`config.mk`:
```
export PLATFORM = sky130hd
export DESIGN_NAME = microseq
export DESIGN_NICKNAME = d
export VERILOG_FILES = /design/src/rtl/scamp_uinstr_pkg.sv /design/src/rtl/microdecode.sv /design/src/rtl/microseq.sv
export SDC_FILE = /design/constraint.sdc
export NUM_CORES = 1
export LEC_CHECK = 0
export CORE_ASPECT_RATIO = 0.9
export CORE_MARGIN = 1
export CORE_UTILIZATION = 42
export DETAILED_ROUTE_END_ITERATION = 8
export GPL_TIMING_DRIVEN = 0
export PLACE_DENSITY = 0.83
export RECOVER_POWER = 50
export SLEW_MARGIN = 20
export SYNTH_ARGS = -nofsm -noshare
export SYNTH_HDL_FRONTEND = slang
export SYNTH_SLANG_ARGS = --single-unit
```
`constraint.sdc`:
```
create_clock -name clk -period 1.73 [get_ports clk]
set_input_delay 0.519 -clock clk [delete_from_list [all_inputs] [get_ports clk]]
set_output_delay 0.519 -clock clk [all_outputs]
set_load 0.01 [all_outputs]
```
`src/rtl/scamp_uinstr_pkg.sv`:
```
// SCAMP microinstruction layout: field positions, bus codes, one-hot indices
// and the records shared by the sequencer and its decoder.
package scamp_uinstr_pkg;

    localparam int EO_BIT  = 15;
    localparam int ALU_HI  = 14;
    localparam int ALU_LO  = 8;
    localparam int BO_HI   = 14;
    localparam int BO_LO   = 12;
    localparam int RT_BIT  = 11;
    localparam int PP_BIT  = 10;
    localparam int BI_HI   = 7;
    localparam int BI_LO   = 5;
    localparam int JZ_BIT  = 4;
    localparam int JGT_BIT = 3;
    localparam int JLT_BIT = 2;
    localparam int JC_BIT  = 1;

    localparam logic [2:0] BO_PC  = 3'd0;
    localparam logic [2:0] BO_IRH = 3'd1;
    localparam logic [2:0] BO_IRL = 3'd2;
    localparam logic [2:0] BO_RAM = 3'd3;
    localparam logic [2:0] BO_DEV = 3'd6;

    localparam logic [2:0] BI_MAR = 3'd1;
    localparam logic [2:0] BI_IR  = 3'd2;
    localparam logic [2:0] BI_RAM = 3'd3;
    localparam logic [2:0] BI_X   = 3'd4;
    localparam logic [2:0] BI_Y   = 3'd5;
    localparam logic [2:0] BI_DEV = 3'd6;

    localparam int OH_PC  = 0;
    localparam int OH_IRH = 1;
    localparam int OH_IRL = 2;
    localparam int OH_MAR = 1;
    localparam int OH_IR  = 2;
    localparam int OH_RAM = 3;
    localparam int OH_X   = 4;
    localparam int OH_Y   = 5;
    localparam int OH_DEV = 6;

    typedef struct packed {
        logic z;
        logic n;
        logic c;
    } flags_t;

    typedef struct packed {
        logic       eo;
        logic [6:0] alu_fn;
        logic [7:0] bus_out_oh;
        logic [7:0] bus_in_oh;
        logic       pp;
        logic       jz;
        logic       jgt;
        logic       jlt;
        logic       jc;
    } ctrl_t;

endpackage

```
`src/rtl/microdecode.sv`:
```
// Combinational decode of one 16-bit SCAMP microinstruction into an
// all-active-high control word plus the return-to-T0 bit.
module microdecode
    import scamp_uinstr_pkg::*;
(
    input  logic [15:0] uword,
    output ctrl_t       ctrl,
    output logic        rt
);

    // Bit 0 carries no meaning in either microinstruction format.
    logic unused_bit0;
    assign unused_bit0 = uword[0];

    always_comb begin
        ctrl    = '0;
        rt      = 1'b0;
        ctrl.eo = uword[EO_BIT];
        if (uword[EO_BIT]) begin
            ctrl.alu_fn = uword[ALU_HI:ALU_LO];
        end else begin
            rt      = uword[RT_BIT];
            ctrl.pp = uword[PP_BIT];
            case (uword[BO_HI:BO_LO])
                BO_PC:   ctrl.bus_out_oh[OH_PC]  = 1'b1;
                BO_IRH:  ctrl.bus_out_oh[OH_IRH] = 1'b1;
                BO_IRL:  ctrl.bus_out_oh[OH_IRL] = 1'b1;
                BO_RAM:  ctrl.bus_out_oh[OH_RAM] = 1'b1;
                BO_DEV:  ctrl.bus_out_oh[OH_DEV] = 1'b1;
                default: ;
            endcase
        end
        case (uword[BI_HI:BI_LO])
            BI_MAR:  ctrl.bus_in_oh[OH_MAR] = 1'b1;
            BI_IR:   ctrl.bus_in_oh[OH_IR]  = 1'b1;
            BI_RAM:  ctrl.bus_in_oh[OH_RAM] = 1'b1;
            BI_X:    ctrl.bus_in_oh[OH_X]   = 1'b1;
            BI_Y:    ctrl.bus_in_oh[OH_Y]   = 1'b1;
            BI_DEV:  ctrl.bus_in_oh[OH_DEV] = 1'b1;
            default: ;
        endcase
        ctrl.jz  = uword[JZ_BIT];
        ctrl.jgt = uword[JGT_BIT];
        ctrl.jlt = uword[JLT_BIT];
        ctrl.jc  = uword[JC_BIT];
    end

endmodule

```
`src/rtl/microseq.sv`:
```
// SCAMP microcode sequencer: T-state counter, ROM addressing, registered
// control word, ALU flag latch, conditional jumps and device-ready stall.
module microseq
    import scamp_uinstr_pkg::*;
#(
    parameter  int OPW    = 8,
    parameter  int TSTEPS = 8,
    parameter  int UW     = 16,
    localparam int TW     = $clog2(TSTEPS)
) (
    input  logic              clk,
    input  logic              reset,
    input  logic [OPW-1:0]    opcode,
    output logic [OPW+TW-1:0] uaddr,
    input  logic [UW-1:0]     uinstr,
    input  logic              alu_z,
    input  logic              alu_n,
    input  logic              alu_c,
    input  logic              dev_ready,
    output logic [TW-1:0]     tstate,
    output logic              eo,
    output logic [6:0]        alu_fn,
    output logic [7:0]        bus_out_oh,
    output logic [7:0]        bus_in_oh,
    output logic              pp,
    output logic              jmp_load,
    output logic              stall
);

    logic [TW-1:0] t_q;
    logic [TW-1:0] t_next;
    ctrl_t         ctrl_q;
    ctrl_t         ctrl_d;
    flags_t        flags_q;
    logic          rt;
    logic          stall_int;

    // Bits above the fixed 16-bit layout are reserved and never decoded.
    logic [UW-1:0] unused_uinstr;
    assign unused_uinstr = uinstr;

    microdecode u_microdecode (
        .uword (uinstr[15:0]),
        .ctrl  (ctrl_d),
        .rt    (rt)
    );

    assign uaddr     = {opcode, t_q};
    assign stall_int = (ctrl_q.bus_out_oh[OH_DEV] | ctrl_q.bus_in_oh[OH_DEV]) & ~dev_ready;
    assign t_next    = (rt || t_q == TW'(TSTEPS - 1)) ? '0 : t_q + 1'b1;

    // Flags are captured at the end of the EO step, so a jump registered at
    // the same edge evaluates against the freshly produced flags.
    always_ff @(posedge clk or posedge reset) begin
        if (reset) begin
            t_q     <= '0;
            ctrl_q  <= '0;
            flags_q <= '0;
        end else if (!stall_int) begin
            t_q    <= t_next;
            ctrl_q <= ctrl_d;
            if (ctrl_q.eo) begin
                flags_q <= '{z: alu_z, n: alu_n, c: alu_c};
            end
        end
    end

    assign tstate     = t_q;
    assign eo         = ctrl_q.eo;
    assign alu_fn     = ctrl_q.alu_fn;
    assign bus_out_oh = ctrl_q.bus_out_oh;
    assign bus_in_oh  = ctrl_q.bus_in_oh;
    assign stall      = stall_int;
    // Only the PC increment is gated; other strobes repeat harmlessly.
    assign pp         = ctrl_q.pp & ~stall_int;
    assign jmp_load   = (ctrl_q.jz  & flags_q.z)
                      | (ctrl_q.jgt & ~flags_q.z & ~flags_q.n)
                      | (ctrl_q.jlt & flags_q.n)
                      | (ctrl_q.jc  & flags_q.c);

endmodule

```
# After elaboration in Yosys (flattened, before gate mapping)
# Cells that the tools add are included.
# word_totals
out_inout_bits	41
word_cells	60
register_bits	30
# op_classes
eq_ne	11
addsub	1
reduce_logical	3
mux	17
bitwise	15
# ops
operator	count
3-bit == test (second input constant)	5
1-bit 2-to-1 mux	14
3-bit by 2-bit == test with 1-bit output (second input constant)	4
1-bit AND	7
7-bit 2-to-1 mux	1
3-bit by 1-bit == test with 1-bit output (second input constant)	2
4-bit 2-to-1 mux	1
1-bit inverter	4
1-bit OR	4
3-bit by 1-bit adder with 3-bit output (second input constant)	1
3-bit zero test	1
3-bit 2-to-1 mux	1
2-bit AND reduction	1
1-bit logical OR	1

# Depth between registers and ports, before layout
# Gate-level depths: netlist of run 1.
# logic_depth
word_depth	6
ltp_mapped	5

# By module
# Synthesis of run 1 repeated with hierarchy kept, for this count alone.
# unflattened
hier_cells	162
area_unflattened_um2	2014.4
# modules_own_cells
mod	cells_per_inst	n_inst	area_per_inst_um2
microseq	130	1	1761.7
microdecode	32	1	252.7

# Least setup slack after synthesis of run 1
# Ideal clock, no wire load.
# synth_path
kind	in2out
startpoint	in dev_ready
endpoint	out pp
slack_ps	125
t_arrival_ps	1086
stages	4
cell_sequence	o21ba_1 buf_6 buf_6 nor2b_1
# synth_between
elab_chain_cells	4
# synth_rtl
element	line_no	rtl
from (decl)	microseq.sv:19	input logic dev_ready,
1-bit inverter	microseq.sv:49	assign stall_int = (ctrl_q.bus_out_oh[OH_DEV] | ctrl_q.bus_in_oh[OH_DEV]) & ~dev_ready;
1-bit AND	microseq.sv:49	
1-bit inverter (no line)	--	
1-bit AND	microseq.sv:75	assign pp = ctrl_q.pp & ~stall_int;
to (decl)	microseq.sv:25	output logic pp,
# No other way between the ends.

# Final worst setup path of run 1
# layout_path
startpoint	reg ctrl_q, in the netlist bus_in_oh[6]
endpoint	out pp
# layout_between
elab_chain_cells	4
# layout_rtl
element	line_no	rtl
from (decl)	microseq.sv:32	ctrl_t ctrl_q;
from (signal assigned)	microseq.sv:61	ctrl_q <= ctrl_d;
1-bit OR	microseq.sv:49	
1-bit AND	microseq.sv:49	
1-bit inverter (no line)	--	
1-bit AND	microseq.sv:75	
# No other way between the ends.

==> run_results.csv, run 1 <==
group,metric,value,unit
grt,overflow,0,
logic_synthesis,synth_area,1630,sq um
worst_setup_path,crit_required,1.21,ns
worst_setup_path,cp_cell_sequence,"o21ba_4, nor2b_1, buf_2",
clock_tree,cts_max_level,2,
logic_synthesis,synth_top_cell_area_share,46.2,%
clock_tree,cts_buffers,5,
logic_synthesis,ys_warn_count,0,
clock_tree,clock_latency,0.28,ns
logic_synthesis,yosysTopAreaCell,"dfrtp_1",
detailed_routing,met3WireLength,277,um
floorplanning,die_area,4130,sq um
detailed_routing,top_layer_used,"met4",
logic_synthesis,async_reset_ff_share,100,%
power_and_ir_drop,p_leak,1.24,nW
detailed_routing,wl,3390,um
cells_and_area,final_area,2360,sq um
cells_and_area,stdcell_count,273,
grt,first_global_vias,1173,
floorplanning,core,3700,sq um
worst_setup_path,max_stage_delay,0.39,ns
detailed_routing,met2_wirelength,1640,um
grt,antenna_found_initial,0,
logic_synthesis,synthFlopType,"dfrtp_1",
worst_setup_path,critPathTopFamily,"flip-flops",
worst_setup_path,worstPathArrival,1.17,ns
logic_synthesis,ys_top_cells_by_count,"buf_4 (34), dfrtp_1 (30), nand2_1 (30)",
logic_synthesis,yosys_register_bits,30,
min_path,whs_path_depth,2,
power_and_ir_drop,p_int,0.00146,W
power_and_ir_drop,pwr-share-clk,28.9,%
power_and_ir_drop,vdd_ir_drop_max,0.586,mV
cells_and_area,nets,258,
grt,track_usage,18.2,%
min_path,hold_path.class,"flop to flop",
logic_synthesis,synth.most_common_cell,"buf_4",
logic_synthesis,syn_avg_cell_area,10.7,sq um
floorplanning,die_y,61.0,um
timing,tightest_slew,0.613,ns
worst_setup_path,crit_slowest_cell,"dfrtp_1",
cells_and_area,n_fill_cell,325,
detailed_routing,dr.pass1.iters,4,
detailed_routing,drcViolationCount,0,
outcome,status,"finished, final reports clean",
detailed_routing,avgViaCountPerCell,4.66,
power_and_ir_drop,power_density,848,nW/um^2
grt,grt_pass1_wl,5200,um
cells_and_area,antenna_cells,0,
timing,fin_crit,1.69,ns
detailed_routing,wl_met1,1400,um
clock_tree,cts_sinks,30,
detailed_routing,via_count,1273,
power_and_ir_drop,combPwrFrac,30.2,%
cells_and_area,drive_above_1_share,32.2,%
timing,period_share,97.5,%
clock_tree,root_buffer,"clkbuf_8",
grt,grt_max_degree,31,
power_and_ir_drop,power,0.00201,W
timing,setup_viol,0,
clock_tree,holdBufCountCts,0,
place,dpl.cell_count,258,
clock_tree,clk_pin_slew,0.06,ns
floorplanning,pin_count,71,
worst_setup_path,worst-r2r-cell-count,5,
worst_setup_path,critPathKind,"flop to output port",
clock_tree,tritoncts,"yes",
place,place_area,2260,sq um
timing,worst_clock_skew,0.00521,ns
power_and_ir_drop,p_switching,0.000549,W
logic_synthesis,yosysUniqueCellTypes,24,
logic_synthesis,yosysSeqAreaShare,46.2,%
detailed_routing,detail_route.wl_per_cell,12.4,um
logic_synthesis,synth_area_leaders,"dfrtp_1 (46%), buf_4 (16%), nand2_1 (6.9%)",
clock_tree,clockBufferDepth,2,
place,portBuffers,56,
logic_synthesis,syn_inst,152,
detailed_routing,initialDrtViolationCount,45,
place,gp_congestion,0.727,
run,max-cap-violations,0,
worst_setup_path,cp.depth,3,
timing,slew_headroom,59.1,%
floorplanning,start_util,43.9,%
power_and_ir_drop,swShare,27.4,%
detailed_routing,postRouteAntennaNets,0,
worst_setup_path,cp_max_fo,4,
timing,slew_violations,0,
worst_setup_path,cp_num_buf_inv,1,
timing,finalHoldViolCount,0,
timing,fin_setup_tns,0,ns
timing,fmax,0.593,GHz
floorplanning,die_w,67.6,um
cells_and_area,post-route-util,63.8,%
place,dp_hpwl,2300,um
cells_and_area,syn_to_final_growth,45.4,%
timing,grt_setup_unrepaired,"true",
worst_setup_path,cp-end-kind,"output port",
logic_synthesis,synth_enable_flop_cells,0,
power_and_ir_drop,seq_power_share,40.9,%
worst_setup_path,startpoint_type,"flop",
floorplanning,fp-row-count,21,
layout make-up:
class | instances | area, sq um | area share, %
clock buffer | 7 | 86.3 | 3.65
multi-input combinational | 79 | 559 | 23.7
timing repair buffer | 65 | 589 | 24.9
inverter | 6 | 22.5 | 0.952
buffer | 39 | 294 | 12.4
tap | 46 | 57.6 | 2.43
sequential | 30 | 751 | 31.7
clock inverter | 1 | 5.00 | 0.212
layer usage:
metal  vias up  track usage [%]
li1        619                -
met1       597             20.4
met2        50             30.4
met3         7             7.41
met4         0             8.21
met5         -                0
registers in the layout (all words and copies together), names as in the netlist:
register / cells
alu_fn: 7
tstate: 3
bus_in_oh: 6
eo: 1
flags_q: 3
bus_out_oh: 5
ctrl_q: 5
cells by family after synthesis:
| logic type | Yosys count | synth area share, % |
|---|---|---|
| and+or+nand+nor | 39 | 11.2 |
| buffers and inverters | 47 | 20.3 |
| AOI/OAI and AO/OA | 25 | 13.5 |
| muxes | 8 | 7.15 |
| adders and majority gates | 2 | 1.54 |
| DFF | 30 | 46.2 |
| other | 1 | 0.231 |
through the flow:
| stage | setup slack, ns | hold slack (ns) |
|---|---|---|
| detailed placement | -0.834 | 0.467 |
| finish | 0.0435 | 0.477 |
| global placement | -0.824 | 0.464 |
| CTS | -0.158 | 0.482 |
| global route | -0.0237 | 0.494 |
| floorplan | 0.125 | 0.444 |
repair_timing:
action                                  4_1_cts  5_1_grt
pin swaps                                     0        1
buffers inserted                              5        4
endpoints found under the hold margin         0        0
resized for setup                            40        5
endpoints found under the setup margin       28        4
power by group through the flow:
stage | clock, W | sequential [W] | combinational, W
3_3_place_gp | 0 | 0.000842 | 0.000596
2_1_floorplan | 0 | 0.000844 | 0.000326
3_5_place_dp | 0 | 0.000843 | 0.000603
5_1_grt | 0.000627 | 0.000830 | 0.000662
4_1_cts | 0.000597 | 0.000822 | 0.000607
6_report | 0.000580 | 0.000820 | 0.000606
tightest hold or removal path, delay by kind of cell (launching register included):
kind | cells | cell delay (ns)
AND/OR/NAND/NOR | 1 | 0.05
flip-flops | 1 | 0.34
AO/OA/AOI/OAI | 1 | 0.05
worst paths after layout:
path | from | to | slack [ns]
max | bus_in_oh[6]$_DFFE_PP0N_ | pp | 0.04
min | bus_in_oh[3]$_DFFE_PP0N_ | bus_in_oh[3]$_DFFE_PP0N_ | 0.48
max reg2reg | tstate[0]$_DFFE_PP0N_ | tstate[2]$_DFFE_PP0N_ | 0.27
min reg2reg | bus_in_oh[3]$_DFFE_PP0N_ | bus_in_oh[3]$_DFFE_PP0N_ | 0.48
max in group asynchronous | reset | ctrl_q[2]$_DFFE_PP0N_ | 0.56
min in group asynchronous | reset | ctrl_q[1]$_DFFE_PP0N_ | 0.77
layout by cell type, fill, tap and decap left out, types with 5 or more instances in the layout:
master / synthesis / routed
clkbuf_8: 0 / 6
buf_4: 34 / 45
mux2_4: 7 / 7
dfrtp_1: 30 / 30
clkdlybuf4s50_1: 0 / 23
dlygate4sd2_1: 0 / 22
conb_1: 1 / 5
nand2_1: 30 / 30
o41ai_1: 6 / 7
o21ai_1: 9 / 9
inv_1: 6 / 5
Note: power is estimated with default switching activity, not from simulation.
==> run 2, diff against run 1 <==
Settings changed: CORE_ASPECT_RATIO 0.9 to 1.5.
==> run_results.csv, run 2 (same netlist as run 1, synthesis figures left out) <==
group,metric,value,unit
outcome,status,"complete, but fails checks",
outcome,failed_checks,"negative setup slack",
timing,setup_ws,-0.0484,ns
cells_and_area,mostFrequentLayoutCells,"buf_4 (44), nand2_1 (30), dfrtp_1 (30)",
clock_tree,clock_latency,0.28,ns
worst_setup_path,cp_max_fo,3,
cells_and_area,largest_register_ffs,7,
grt,grt_use_met2,28.2,%
grt,first_global_vias,1122,
cells_and_area,drive_above_1_share,33.0,%
clock_tree,clk_pin_slew,0.06,ns
floorplanning,die_w,52.8,um
grt,use_met1,19.0,%
min_path,hold_path.class,"flop to flop",
clock_tree,cts_buffers,5,
grt,track_usage,17.0,%
detailed_routing,detail_route.wl_per_cell,11.9,um
worst_setup_path,startpoint_type,"flop",
floorplanning,start_util,44.2,%
place,gp_congestion,0.734,
cells_and_area,final_common_cell,"buf_4",
place,dp_hpwl,2340,um
place,pre_cts_slack,-0.851,ns
power_and_ir_drop,power_density,837,nW/um^2
power_and_ir_drop,p_leak,1.27,nW
grt,grt_max_degree,31,
floorplanning,core,3680,sq um
timing,fin_setup_tns,-0.0484,ns
floorplanning,die_y,78.2,um
timing,slew_headroom,59.6,%
clock_tree,cts_sinks,30,
timing,worst_clock_skew,0.00301,ns
cells_and_area,n_fill_cell,308,
detailed_routing,postRouteAntennaNets,0,
timing,fin_crit,1.78,ns
cells_and_area,post-route-util,65.0,%
grt,grt_use_met3,4.65,%
detailed_routing,wl,3200,um
detailed_routing,avgViaCountPerCell,4.56,
timing,tightest_slew,0.606,ns
grt,overflow,0,
clock_tree,clockBufferDepth,2,
floorplanning,fp-row-count,27,
detailed_routing,initialDrtViolationCount,12,
timing,slew_violations,0,
timing,grt_setup_unrepaired,"true",
worst_setup_path,crit_required,1.21,ns
timing,setup_viol,1,
detailed_routing,via_count,1230,
clock_tree,tritoncts,"yes",
clock_tree,holdBufCountCts,0,
timing,period_share,103,%
cells_and_area,syn_to_final_growth,47.2,%
timing,fmax,0.562,GHz
detailed_routing,dr.pass1.iters,4,
grt,grt_pass1_wl,5060,um
cells_and_area,antenna_cells,0,
clock_tree,cts_max_level,2,
timing,finalHoldViolCount,0,
floorplanning,die_area,4130,sq um
grt,antenna_found_initial,0,
detailed_routing,drcViolationCount,0,
worst_setup_path,worstPathArrival,1.26,ns
power_and_ir_drop,vdd_ir_drop_max,0.729,mV
cells_and_area,nets,258,
run,max-cap-violations,0,
worst_setup_path,cp-end-kind,"output port",
floorplanning,pin_count,71,
worst_setup_path,critPathKind,"flop to output port",
place,portBuffers,56,
grt,grt-busiest-layer,"met2",
clock_tree,root_buffer,"clkbuf_8",
run 2: cell types whose count changed in the layout (fill, tap and decap cells not counted):
cell             change
buf_6                +2
clkdlybuf4s50_1      +2
dlygate4sd2_1        -2
dlygate4sd3_1        -2
dlymetal6s2s_1       +2
buf_2                -1
buf_4                -1
nor2b_1              -1
nor2b_4              +1
o41ai_1              -1
o41ai_2              +1
run 2: final timing paths:
kind	endpoint	cells after the start	startpoint	slack, ns
setup / recovery	pp	4	bus_in_oh[6]$_DFFE_PP0N_	-0.05
hold / removal	alu_fn[1]$_DFFE_PP0N_	2	alu_fn[1]$_DFFE_PP0N_	0.48
max in group asynchronous	tstate[0]$_DFFE_PP0N_	2	reset	0.56
hold reg to reg	alu_fn[1]$_DFFE_PP0N_	2	alu_fn[1]$_DFFE_PP0N_	0.48
setup reg to reg	tstate[2]$_DFFE_PP0N_	5	tstate[0]$_DFFE_PP0N_	0.28
min in group asynchronous	flags_q[2]$_DFFE_PP0P_	2	reset	0.77
run 2: per-stage QoR:
stage          hold WS [ns]  instances  power (W)  area (sq um)
2_1_floorplan         0.444        156    0.00117          1640
3_3_place_gp          0.464        255    0.00144          2260
3_5_place_dp          0.474        255    0.00145          2260
4_1_cts               0.487        269    0.00204          2390
5_1_grt               0.496        270    0.00212          2390
6_report              0.483        270    0.00200          2390
run 2: worst max-delay path, cell delays in order, from the launching register on:
cell	delay [ns]
dfrtp_1	0.40
o21ba_4	0.25
buf_8	0.12
nor2b_4	0.10
buf_6	0.10
run 2: repair_timing:
action,CTS,global route
buffers inserted,6,2
pin swaps,0,1
resized for setup,41,7
setup endpoints to repair,28,6
run 2: where the power goes:
group	internal [W]	switching, W
Sequential	0.000772	0.0000480
Combinational	0.000377	0.000237
Clock	0.000320	0.000249
Total	0.00147	0.000534
run 2: metal layers:
layer | part of all wire, % | up-vias
li1 | - | 622
met5 | 0 | -
met1 | 40 | 557
met3 | 5.8 | 7
met4 | 2.7 | 0
met2 | 51 | 44
run 2: cell type report:
| type | instances | area [sq um] | share of cell area (%) |
|---|---|---|---|
| clock inverter | 1 | 5.00 | 0.209 |
| timing repair buffer | 64 | 596 | 24.9 |
| buffer | 40 | 305 | 12.8 |
| multi-input combinational | 79 | 574 | 24.0 |
| inverter | 6 | 22.5 | 0.941 |
| clock buffer | 7 | 86.3 | 3.61 |
| tap | 43 | 53.8 | 2.25 |
| sequential | 30 | 751 | 31.4 |
==> run 3, diff against run 2 <==
Settings changed: GPL_TIMING_DRIVEN 0 to unset.
==> run_results.csv, run 3 (same netlist as run 1, synthesis figures left out) <==
group,metric,value,unit
outcome,status,"finished, final reports clean",
clock_tree,tritoncts,"yes",
timing,grt_setup_unrepaired,"false",
worst_setup_path,startpoint_type,"flop",
floorplanning,die_y,78.2,um
clock_tree,cts_buffers,5,
detailed_routing,via_count,1065,
clock_tree,clock_latency,0.28,ns
worst_setup_path,cp-end-kind,"output port",
place,portBuffers,48,
floorplanning,fp-row-count,27,
cells_and_area,final_area,2070,sq um
detailed_routing,postRouteAntennaNets,0,
worst_setup_path,r2r-start,"bus_out_oh[6]$_DFFE_PP0N_",
cells_and_area,syn_to_final_growth,27.0,%
worst_setup_path,cp_max_fo,2,
worst_setup_path,worstReg2RegEnd,"flags_q[0]$_DFFE_PP0P_",
cells_and_area,largest_register_ffs,7,
timing,finalHoldViolCount,0,
worst_setup_path,startpoint,"bus_out_oh[1]$_DFFE_PP0N_",
floorplanning,core,3680,sq um
detailed_routing,dr.pass1.iters,6,
worst_setup_path,critPathTopFamily,"buffers and inverters",
floorplanning,start_util,44.2,%
run,max-cap-violations,0,
timing,period_share,98.1,%
detailed_routing,avgViaCountPerCell,4.73,
clock_tree,clk_pin_slew,0.06,ns
clock_tree,clockBufferDepth,2,
worst_setup_path,cp-endpoint,"bus_out_oh[1]",
clock_tree,root_buffer,"clkbuf_8",
min_path,hold_path.class,"flop to flop",
timing,tightest_slew,0.742,ns
worst_setup_path,max_stage_delay,0.56,ns
worst_setup_path,cp.depth,1,
power_and_ir_drop,p_leak,1.02,nW
worst_setup_path,cp_num_buf_inv,1,
min_path,whs_path_depth,2,
cells_and_area,multi_input_area,567,sq um
timing,fmax,0.589,GHz
place,place_area,1940,sq um
worst_setup_path,worstPathArrival,1.18,ns
grt,grt_max_degree,49,
power_and_ir_drop,power_density,968,nW/um^2
grt,grt_pass1_wl,4600,um
timing,setup_viol,0,
detailed_routing,drcViolationCount,0,
worst_setup_path,r2r_setup_slack,0.20,ns
cells_and_area,regArea,751,sq um
timing,fin_setup_tns,0,ns
power_and_ir_drop,vdd_ir_drop_max,0.671,mV
timing,worst_clock_skew,0.00601,ns
clock_tree,cts_max_level,2,
grt,overflow,0,
place,dp_hpwl,2070,um
detailed_routing,detail_route.wl_per_cell,13.1,um
worst_setup_path,cp_cell_sequence,"clkdlybuf4s50_1",
place,gp_congestion,0.734,
cells_and_area,mostFrequentLayoutCells,"nand2_1 (30), dfrtp_1 (30), clkdlybuf4s50_1 (30)",
detailed_routing,wl,2950,um
worst_setup_path,worst-r2r-cell-count,4,
detailed_routing,initialDrtViolationCount,18,
grt,track_usage,15.2,%
worst_setup_path,critPathKind,"flop to output port",
worst_setup_path,crit_required,1.21,ns
timing,fin_crit,1.70,ns
cells_and_area,nets,214,
cells_and_area,n_fill_cell,309,
floorplanning,die_area,4130,sq um
timing,slew_headroom,50.6,%
cells_and_area,drive_above_1_share,19.8,%
worst_setup_path,crit_slowest_cell,"clkdlybuf4s50_1",
grt,first_global_vias,987,
grt,antenna_found_initial,0,
clock_tree,cts_sinks,30,
floorplanning,die_w,52.8,um
timing,slew_violations,0,
floorplanning,pin_count,71,
cells_and_area,antenna_cells,0,
## run 3: changes by cell type in the layout (fill, tap and decap cells not counted), sizes merged
| cell | change |
|---|---|
| dlygate4sd2 | -11 |
| clkdlybuf4s50 | +5 |
| buf | -39 |
| clkinv | -1 |
| bufinv | +1 |
## run 3: worst min path at each step
stage,slack [ns],start,to
after floorplan,0.44,bus_in_oh[1]$_DFFE_PP0N_,bus_in_oh[1]$_DFFE_PP0N_
after global placement,0.46,bus_out_oh[1]$_DFFE_PP0N_,bus_out_oh[1]$_DFFE_PP0N_
after detailed placement,0.47,bus_out_oh[1]$_DFFE_PP0N_,bus_out_oh[1]$_DFFE_PP0N_
after CTS,0.49,bus_out_oh[1]$_DFFE_PP0N_,bus_out_oh[1]$_DFFE_PP0N_
after global routing,0.50,bus_out_oh[0]$_DFFE_PP0N_,bus_out_oh[0]$_DFFE_PP0N_
final,0.48,alu_fn[1]$_DFFE_PP0N_,alu_fn[1]$_DFFE_PP0N_
## run 3: power by group
group          total, W  switching, W  internal, W
sequential     0.000825     0.0000529     0.000772
combinational  0.000469      0.000205     0.000264
clock          0.000706      0.000246     0.000460
total           0.00200      0.000505      0.00150
## run 3: per-layer routing
metal / up-vias / global-route usage (%) / share of wire [%]
met5: - / 0 / 0
met4: 0 / 7.37 / 1.2
met3: 4 / 3.29 / 5.4
met2: 38 / 24.4 / 51
met1: 493 / 18.8 / 43
li1: 530 / - / -
## run 3: cell type report
| class | instances | share of cell area, % |
|---|---|---|
| repair buffers | 60 | 27.1 |
| clock inverters | 1 | 1.45 |
| flip-flops and latches | 30 | 36.3 |
| clock buffers | 6 | 4.00 |
| well taps | 43 | 2.60 |
| inverters | 6 | 1.09 |
| multi-input cells | 79 | 27.4 |
## run 3: per-stage QoR
step / setup slack (ns) / cells / hold WS (ns) / total power [W] / utilization (%)
2_1_floorplan: 0.125 / 156 / 0.444 / 0.00117 / -
3_3_place_gp: -0.600 / 215 / 0.462 / 0.00133 / 52.6
3_5_place_dp: -0.630 / 215 / 0.470 / 0.00134 / 52.6
4_1_cts: 0.00159 / 224 / 0.486 / 0.00203 / 55.8
5_1_grt: 0.000399 / 225 / 0.500 / 0.00211 / 56.1
6_report: 0.0330 / 225 / 0.475 / 0.00200 / 56.1
## run 3: repair_timing
action	4_1_cts	5_1_grt
cloned	0	0
hold buffers	0	0
setup buffers	2	1
endpoints found under the setup margin	21	8
pin swaps	0	2
resized for setup	22	8
